### src/rtl/load_store_unit.sv
// Data-memory access stage: classifies a load/store, drives one word-aligned
// request with byte mask, extends the returned lane, reports completion and errors.
module load_store_unit #(
  parameter int TIMEOUT = 256,
  parameter int CNT_W   = 9
) (
  input  logic        i_clk,
  input  logic        i_rst,
  input  logic        i_valid,
  input  logic        i_load,
  input  logic        i_store,
  input  logic [2:0]  i_funct3,
  input  logic [31:0] i_addr,
  input  logic [31:0] i_wdata,
  output logic        o_ready,
  output logic        o_done,
  output logic [31:0] o_rdata,
  output logic [1:0]  o_err,
  output logic        o_mem_req,
  output logic        o_mem_wen,
  output logic [31:0] o_mem_addr,
  output logic [3:0]  o_mem_mask,
  output logic [31:0] o_mem_wdata,
  input  logic        i_mem_ready,
  input  logic [31:0] i_mem_rdata,
  output logic [1:0]  o_state
);

  typedef enum logic [1:0] {IDLE = 2'd0, REQ = 2'd1, DONE = 2'd2} state_t;

  localparam logic [CNT_W-1:0] CNT_LAST = CNT_W'(TIMEOUT - 1);

  // Handshake: the core's i_valid is taken only while o_ready=1; memory
  // completes a request in any cycle where o_mem_req and i_mem_ready are both 1.
  state_t            state, state_nxt;
  logic [CNT_W-1:0]  cnt;
  logic [1:0]        off_q;
  logic [2:0]        funct3_q;
  logic              is_load_q;
  logic              illegal, misaligned;
  logic [1:0]        req_err;
  logic [3:0]        lane_mask;
  logic [31:0]       lane_wdata;
  logic [7:0]        byte_sel;
  logic [15:0]       half_sel;
  logic [31:0]       load_ext;

  always_comb begin
    illegal    = 1'b0;
    misaligned = 1'b0;
    if (i_load == i_store)
      illegal = 1'b1;
    else if (i_store && !(i_funct3 inside {3'b000, 3'b001, 3'b010}))
      illegal = 1'b1;
    else if (i_load && (i_funct3 inside {3'b011, 3'b110, 3'b111}))
      illegal = 1'b1;
    if (i_funct3[1:0] == 2'b01 && i_addr[0])
      misaligned = 1'b1;
    if (i_funct3[1:0] == 2'b10 && i_addr[1:0] != 2'b00)
      misaligned = 1'b1;
    req_err = illegal ? 2'b11 : (misaligned ? 2'b01 : 2'b00);
  end

  always_comb begin
    case (i_funct3[1:0])
      2'b00: begin
        lane_mask  = 4'b0001 << i_addr[1:0];
        lane_wdata = {4{i_wdata[7:0]}};
      end
      2'b01: begin
        lane_mask  = 4'b0011 << i_addr[1:0];
        lane_wdata = {2{i_wdata[15:0]}};
      end
      default: begin
        lane_mask  = 4'b1111;
        lane_wdata = i_wdata;
      end
    endcase
  end

  always_comb begin
    byte_sel = i_mem_rdata[{off_q, 3'b000} +: 8];
    half_sel = i_mem_rdata[{off_q[1], 4'b0000} +: 16];
    case (funct3_q)
      3'b000:  load_ext = {{24{byte_sel[7]}}, byte_sel};
      3'b001:  load_ext = {{16{half_sel[15]}}, half_sel};
      3'b100:  load_ext = {24'd0, byte_sel};
      3'b101:  load_ext = {16'd0, half_sel};
      default: load_ext = i_mem_rdata;
    endcase
  end

  always_ff @(posedge i_clk or posedge i_rst) begin
    if (i_rst) state <= IDLE;
    else       state <= state_nxt;
  end

  always_comb begin
    state_nxt = state;
    case (state)
      IDLE: if (i_valid) state_nxt = (req_err != 2'b00) ? DONE : REQ;
      REQ:  if (i_mem_ready || cnt == CNT_LAST) state_nxt = DONE;
      DONE: state_nxt = IDLE;
      default: state_nxt = IDLE;
    endcase
  end

  always_comb begin
    o_ready   = 1'b0;
    o_done    = 1'b0;
    o_mem_req = 1'b0;
    case (state)
      IDLE:    o_ready   = 1'b1;
      REQ:     o_mem_req = 1'b1;
      DONE:    o_done    = 1'b1;
      default: o_ready   = 1'b0;
    endcase
  end

  assign o_state = state;

  // Result registers load on the edge entering DONE, so they hold until the next done.
  always_ff @(posedge i_clk or posedge i_rst) begin
    if (i_rst) begin
      cnt         <= '0;
      off_q       <= 2'b00;
      funct3_q    <= 3'b000;
      is_load_q   <= 1'b0;
      o_rdata     <= 32'd0;
      o_err       <= 2'b00;
      o_mem_wen   <= 1'b0;
      o_mem_addr  <= 32'd0;
      o_mem_mask  <= 4'd0;
      o_mem_wdata <= 32'd0;
    end else begin
      case (state)
        IDLE: if (i_valid) begin
          off_q     <= i_addr[1:0];
          funct3_q  <= i_funct3;
          is_load_q <= i_load;
          if (req_err != 2'b00) begin
            o_err   <= req_err;
            o_rdata <= 32'd0;
          end else begin
            cnt         <= '0;
            o_mem_wen   <= i_store;
            o_mem_addr  <= {i_addr[31:2], 2'b00};
            o_mem_mask  <= lane_mask;
            o_mem_wdata <= lane_wdata;
          end
        end
        REQ: begin
          if (i_mem_ready) begin
            o_err   <= 2'b00;
            o_rdata <= is_load_q ? load_ext : 32'd0;
          end else begin
            cnt <= cnt + 1'b1;
            if (cnt == CNT_LAST) begin
              o_err   <= 2'b10;
              o_rdata <= 32'd0;
            end
          end
        end
        default: ;
      endcase
    end
  end

endmodule

### config.mk
export PLATFORM = sky130hd
export DESIGN_NAME = load_store_unit
export DESIGN_NICKNAME = d
export VERILOG_FILES = /design/src/rtl/load_store_unit.sv
export SDC_FILE = /design/constraint.sdc
export NUM_CORES = 1
export LEC_CHECK = 0
export BUFFER_PORTS_ARGS = -buffer_cell sky130_fd_sc_hd__buf_4
export CORE_MARGIN = 2
export CORE_UTILIZATION = 25
export DETAILED_ROUTE_END_ITERATION = 8
export PLACE_DENSITY = 0.49
export SETUP_SLACK_MARGIN = 0.5
export SLEW_MARGIN = 20
export SYNTH_ARGS = -nofsm -noshare
export SYNTH_HDL_FRONTEND = slang
export SYNTH_SLANG_ARGS = --single-unit
export TNS_END_PERCENT = 5
### constraint.sdc
create_clock -name i_clk -period 4.8 [get_ports i_clk]
set_input_delay 0.72 -clock i_clk [delete_from_list [all_inputs] [get_ports i_clk]]
set_output_delay 0.72 -clock i_clk [all_outputs]
set_load 0.005 [all_outputs]
After elaboration in Yosys (flattened, before gate mapping)
Cells that the tools add are included.
{"block": "op_classes", "n_bitwise": 1, "n_mux": 32, "add_sub_neg": 1, "eq_ne": 20, "shifts": 4, "reduce_logical": 20}
{"operator": "$mux W32", "n": 5}
{"operator": "$pmux W32 S2", "n": 2}
{"operator": "$pmux W32 S4", "n": 1}
{"operator": "$shiftx A32 B6 Y16", "n": 1}
{"operator": "$shiftx A32 B6 Y8", "n": 1}
{"operator": "$mux W9", "n": 3}
{"operator": "$pmux W9 S2", "n": 1}
{"operator": "$mux W2", "n": 8}
{"operator": "$eq A3 B3 Y1 const B", "n": 4}
{"operator": "$ne A2 B2 Y1 const B", "n": 5}
{"operator": "$add A9 B1 Y9 const B", "n": 1}
{"operator": "$eq A9 B8 Y1 const B", "n": 1}
{"operator": "$mux W1", "n": 9}
{"operator": "$pmux W2 S2", "n": 2}
{"operator": "$pmux W4 S2", "n": 1}
{"operator": "$reduce_and A4 Y1", "n": 2}
{"operator": "$eq A3 B1 Y1 const B", "n": 2}
{"operator": "$eq A3 B2 Y1 const B", "n": 2}
{"operator": "$logic_not A3 Y1", "n": 2}
{"operator": "$reduce_bool A2 Y1", "n": 3}
{"operator": "$reduce_bool A3 Y1", "n": 2}
{"operator": "$eq A2 B1 Y1 const B", "n": 2}
{"operator": "$eq A2 B2 Y1 const B", "n": 2}
{"operator": "$logic_and A1 B1 Y1", "n": 4}
{"operator": "other kinds (10)", "n": 12}
{"block": "totals", "elab_cells": 89, "regBits": 118, "in_bits": 105}

Longest topological paths before layout
{"block": "logic_depth", "ltp_word": 11, "depth_mapped": 8, "depth_no_buf": 7}

Worst setup path after synthesis
OpenSTA, ideal clock, no wires.
{"block": "synth_timing", "path_type": "input port to flip-flop", "from": "input port i_funct3[0]", "to": "register o_mem_addr[10]", "n_path_buf": 3, "t_required_ns": 4.673, "arrival_time_ns": 2.059, "path_slack_ns": 2.614, "cell_stages": 7, "path_cell_list": "clkbuf_1 > o21ai_0 > o211ai_1 > nor3_4 > buf_4 > buf_6 > mux2_1"}
{"block": "synth_via", "elab_chain_len": 10, "elab_cells_between_ends": 25, "cone_classes": "eq/ne: 7; mux: 7; bitwise: 1; reduce/logical: 10"}
{"item": "start, declared", "line": "12", "source": "input logic [2:0] i_funct3,"}
{"item": "$eq A3 B2 Y1, or another cell as far along", "line": "55", "source": "else if (i_load && (i_funct3 inside {3'b011, 3'b110, 3'b111}))"}
{"item": "$reduce_bool A3 Y1 (on tied branches)", "line": "55, 53"}
{"item": "$logic_and A1 B1 Y1 or $logic_not A1 Y1 (tied branches)", "line": "55, 53"}
{"item": "$mux W1 or $logic_and A1 B1 Y1 (tied branches)", "line": "55, 53"}
{"item": "$mux W1", "line": "53", "source": "else if (i_store && !(i_funct3 inside {3'b000, 3'b001, 3'b010}))"}
{"item": "$mux W1", "line": "51", "source": "if (i_load == i_store)"}
{"item": "$mux W2 (*)", "line": "61", "source": "req_err = illegal ? 2'b11 : (misaligned ? 2'b01 : 2'b00);"}
{"item": "$reduce_bool A2 Y1 (*)", "line": "141", "source": "if (req_err != 2'b00) begin"}
{"item": "$not A1 Y1 (no source line) (*)"}
{"item": "$reduce_and A3 Y1 (no source line) (*)"}
{"item": "end signal, assigned", "line": "147", "source": "o_mem_addr <= {i_addr[31:2], 2'b00};"}
{"item": "end, declared", "line": "21", "source": "output logic [31:0] o_mem_addr,"}
Every way passes the cells marked *; elsewhere a longest branch is shown, timed or not.
A chain may end at the register's enable or synchronous reset.

Final worst setup path
{"block": "layout_timing", "from": "register state[1], in the netlist o_state[1]", "to": "register o_mem_addr[31]"}
{"block": "layout_via", "elab_chain_len": 2}
{"item": "start, declared", "line": "35", "source": "state_t state, state_nxt;"}
{"item": "start signal, assigned", "line": "95", "source": "else state <= state_nxt;"}
{"item": "$logic_not A2 Y1", "line": "136", "source": "case (state)"}
{"item": "$reduce_and A3 Y1 (no source line)"}
No other way between the ends.

==> results.cfg <==
[final_layout]
layout.nets = 753
num_antenna_cells = 0
fillers = 2158
area_growth_pct = 45.1
drive_above_1_share = 0.479
layout.cells.non_filler = 938

[die]
rows = 54
ioPinCount = 213
fp.dieW_um = 152
die_area_um2 = 23000
die-height_um = 152
initial_core_util = 0.252
fp.coreArea_um2 = 21600

[routing]
drtPass1Iterations = 4
wl_per_cell_um = 17.2
via_per_inst = 4.65
drtIter0Drc = 135
wirelength_um = 16200
drc = 0
antenna_left = 0
vias = 4366

[placed_design]
post-place-ws_ns = 1.97
io_buffers = 210
gp_congestion = 0.827
dpl.hpwl_um = 11900
placed_cells = 907

[sta]
final_max_slew_viol_count = 0
period_minus_slack_ns = 2.41
slew_headroom = 0.398
fin_skew_ns = 0.0125
worst_slack_ns = 2.39
worstMarginPinSlew_ns = 0.900
max_freq_mhz = 415
fin_crit_sh = 0.501
hold_viol_final = 0
rsz0062_at_grt = no
finalSetupViolCount = 0
whs_ns = 0.323
finalSetupTns_ns = 0

[setup_path]
cpMaxStageDelayCell = buf_4
cpPeakStageDelay_ns = 0.61
arrival_ns = 2.70
path_class = reg -> reg
cp_max_fo = 56
cp_num_buf_inv = 1
endpoint_kind = register
cpLargestDelayFamily = simple AND/OR/NAND/NOR gates
cp-start-kind = register
worstPathRequired_ns = 5.09
crit_chain = or3b_1 > nor3_4 > buf_4 > mux2_2

[power_and_ir_drop]
power.density_nw_per_um2 = 483
p_total_mw = 3.82
irDropWorstVdd_mv = 0.245
power_leakage_nw = 3.75

[clocking]
htree_levels = 4
cts_hold_buffers = 0
post_cts.repair.setup_buffers = 0
clk_latency_ns = 0.41
clockBufferDepth = 2
numCtsBuffers = 17
cts_sinks = 118
root_buffer = clkbuf_16
path_clk_slew_ns = 0.05
cts_tree = built
post_cts_resized = 0

[synthesis]
synth_compound_area_frac = 0.125
yosys.area_share.adder = 0.00459
syn_inst = 439
synth_top_family_by_area = multiplexers
yosysWarnings = 0
synth_edf_count = 0
synth.area.top_cells = dfrtp_1 54%, mux2_2 14%, mux2_1 4.1%
syn_area_per_cell_um2 = 12.4
synth_ff_type = dfrtp_1
ys_ff_latch = 118
synth_cell_types = 44
yosysMostFrequentCell = dfrtp_1
synth_xor_area_frac = 0.0112
synthSimpleGateAreaFrac = 0.0755
synth_top_area_frac = 0.541
syn-cell-area_um2 = 5460
synth_top_area_cell = dfrtp_1
synth_common_cells = 118 x dfrtp_1, 67 x mux2_2, 29 x nand2_1
synth_mux_area_frac = 0.209
ys_async_sr_fraction = 1.00
seq_area_frac_synth = 0.541

[global_routing]
grt_pass1_vias = 4548
grt_max_degree = 57
grt_pass1_wl_um = 24600
grt_usage = 0.140
grt_overflow = 0
antenna_found_initial = 0

[run]
cap_violations = 0

[worst_hold_path]
min_path_type = in -> async

[status]
status = completed
layout make-up:
class / count / area (um2) / area share
Clock inverter: 8 / 146 / 0.0185
Multi-Input combinational cell: 286 / 2340 / 0.296
Timing Repair Buffer: 215 / 1610 / 0.204
Inverter: 8 / 32.5 / 0.00411
Sequential cell: 118 / 2950 / 0.373
Clock buffer: 23 / 478 / 0.0604
Tap cell: 280 / 350 / 0.0443
cells in the final DEF, fill, tap and decap left out, drive strengths merged, types with 3 or more instances in the layout:
master,n
a21oi,3
a221o,16
a22o,7
a2bb2oi,7
buf,215
bufinv,4
clkbuf,23
clkinv,3
dfrtp,118
inv,8
mux2,87
mux2i,16
nand2,29
nand2b,7
nand3,5
nor2,21
nor2b,5
o211ai,9
o21ai,23
o22ai,9
o2bb2ai,8
xor2,6
final timing paths:
check,slack [ns],startpoint,end,cells past startpoint
min in group i_clk,0.48,o_err[0],o_err[0],2
max,2.39,o_state[1],o_mem_addr[31],4
min,0.32,i_rst,o_mem_addr[6],2
max in group asynchronous,3.45,i_rst,o_mem_mask[3],3
min reg2reg,0.48,o_err[0],o_err[0],2
max reg2reg,2.39,o_state[1],o_mem_addr[31],4
layer usage:
| metal | global-route usage | vias to the layer above | part of all wire |
|---|---|---|---|
| met5 | 0 | - | 0 |
| met4 | 0.0417 | 0 | 0.011 |
| met3 | 0.0599 | 12 | 0.11 |
| met2 | 0.220 | 191 | 0.46 |
| met1 | 0.175 | 2141 | 0.42 |
| li1 | - | 2022 | - |
metrics by stage:
stage | cell area [um2] | util
after floorplan | 5460 | -
after global placement | 7290 | 0.337
after detailed placement | 7290 | 0.337
after CTS | 7910 | 0.366
after global routing | 7910 | 0.366
final | 7910 | 0.366
report_power, final:
part	internal (mW)	leakage (nW)	total (mW)	switching, mW
registers	1.27	1.50	1.46	0.188
logic	0.618	1.95	1.01	0.388
clock network	0.907	0.303	1.36	0.449
total	2.80	3.75	3.82	1.03
sequential cells by signal, summed over array words and instances (netlist names):
signal,count
o_err,2
o_mem_wdata,32
funct3_q,3
o_state,2
o_mem_addr,30
cnt,9
off_q,2
o_mem_mask,4
o_rdata,32
o_mem_wen,1
is_load_q,1
cells by family after synthesis:
kind of cell    Yosys count
simple gates             81
buf+inv                  36
fa+ha+maj                 2
mux                     103
other cells               1
compound gates           91
xor+xnor                  7
flops                   118
Power figures use the tool's default switching activity.
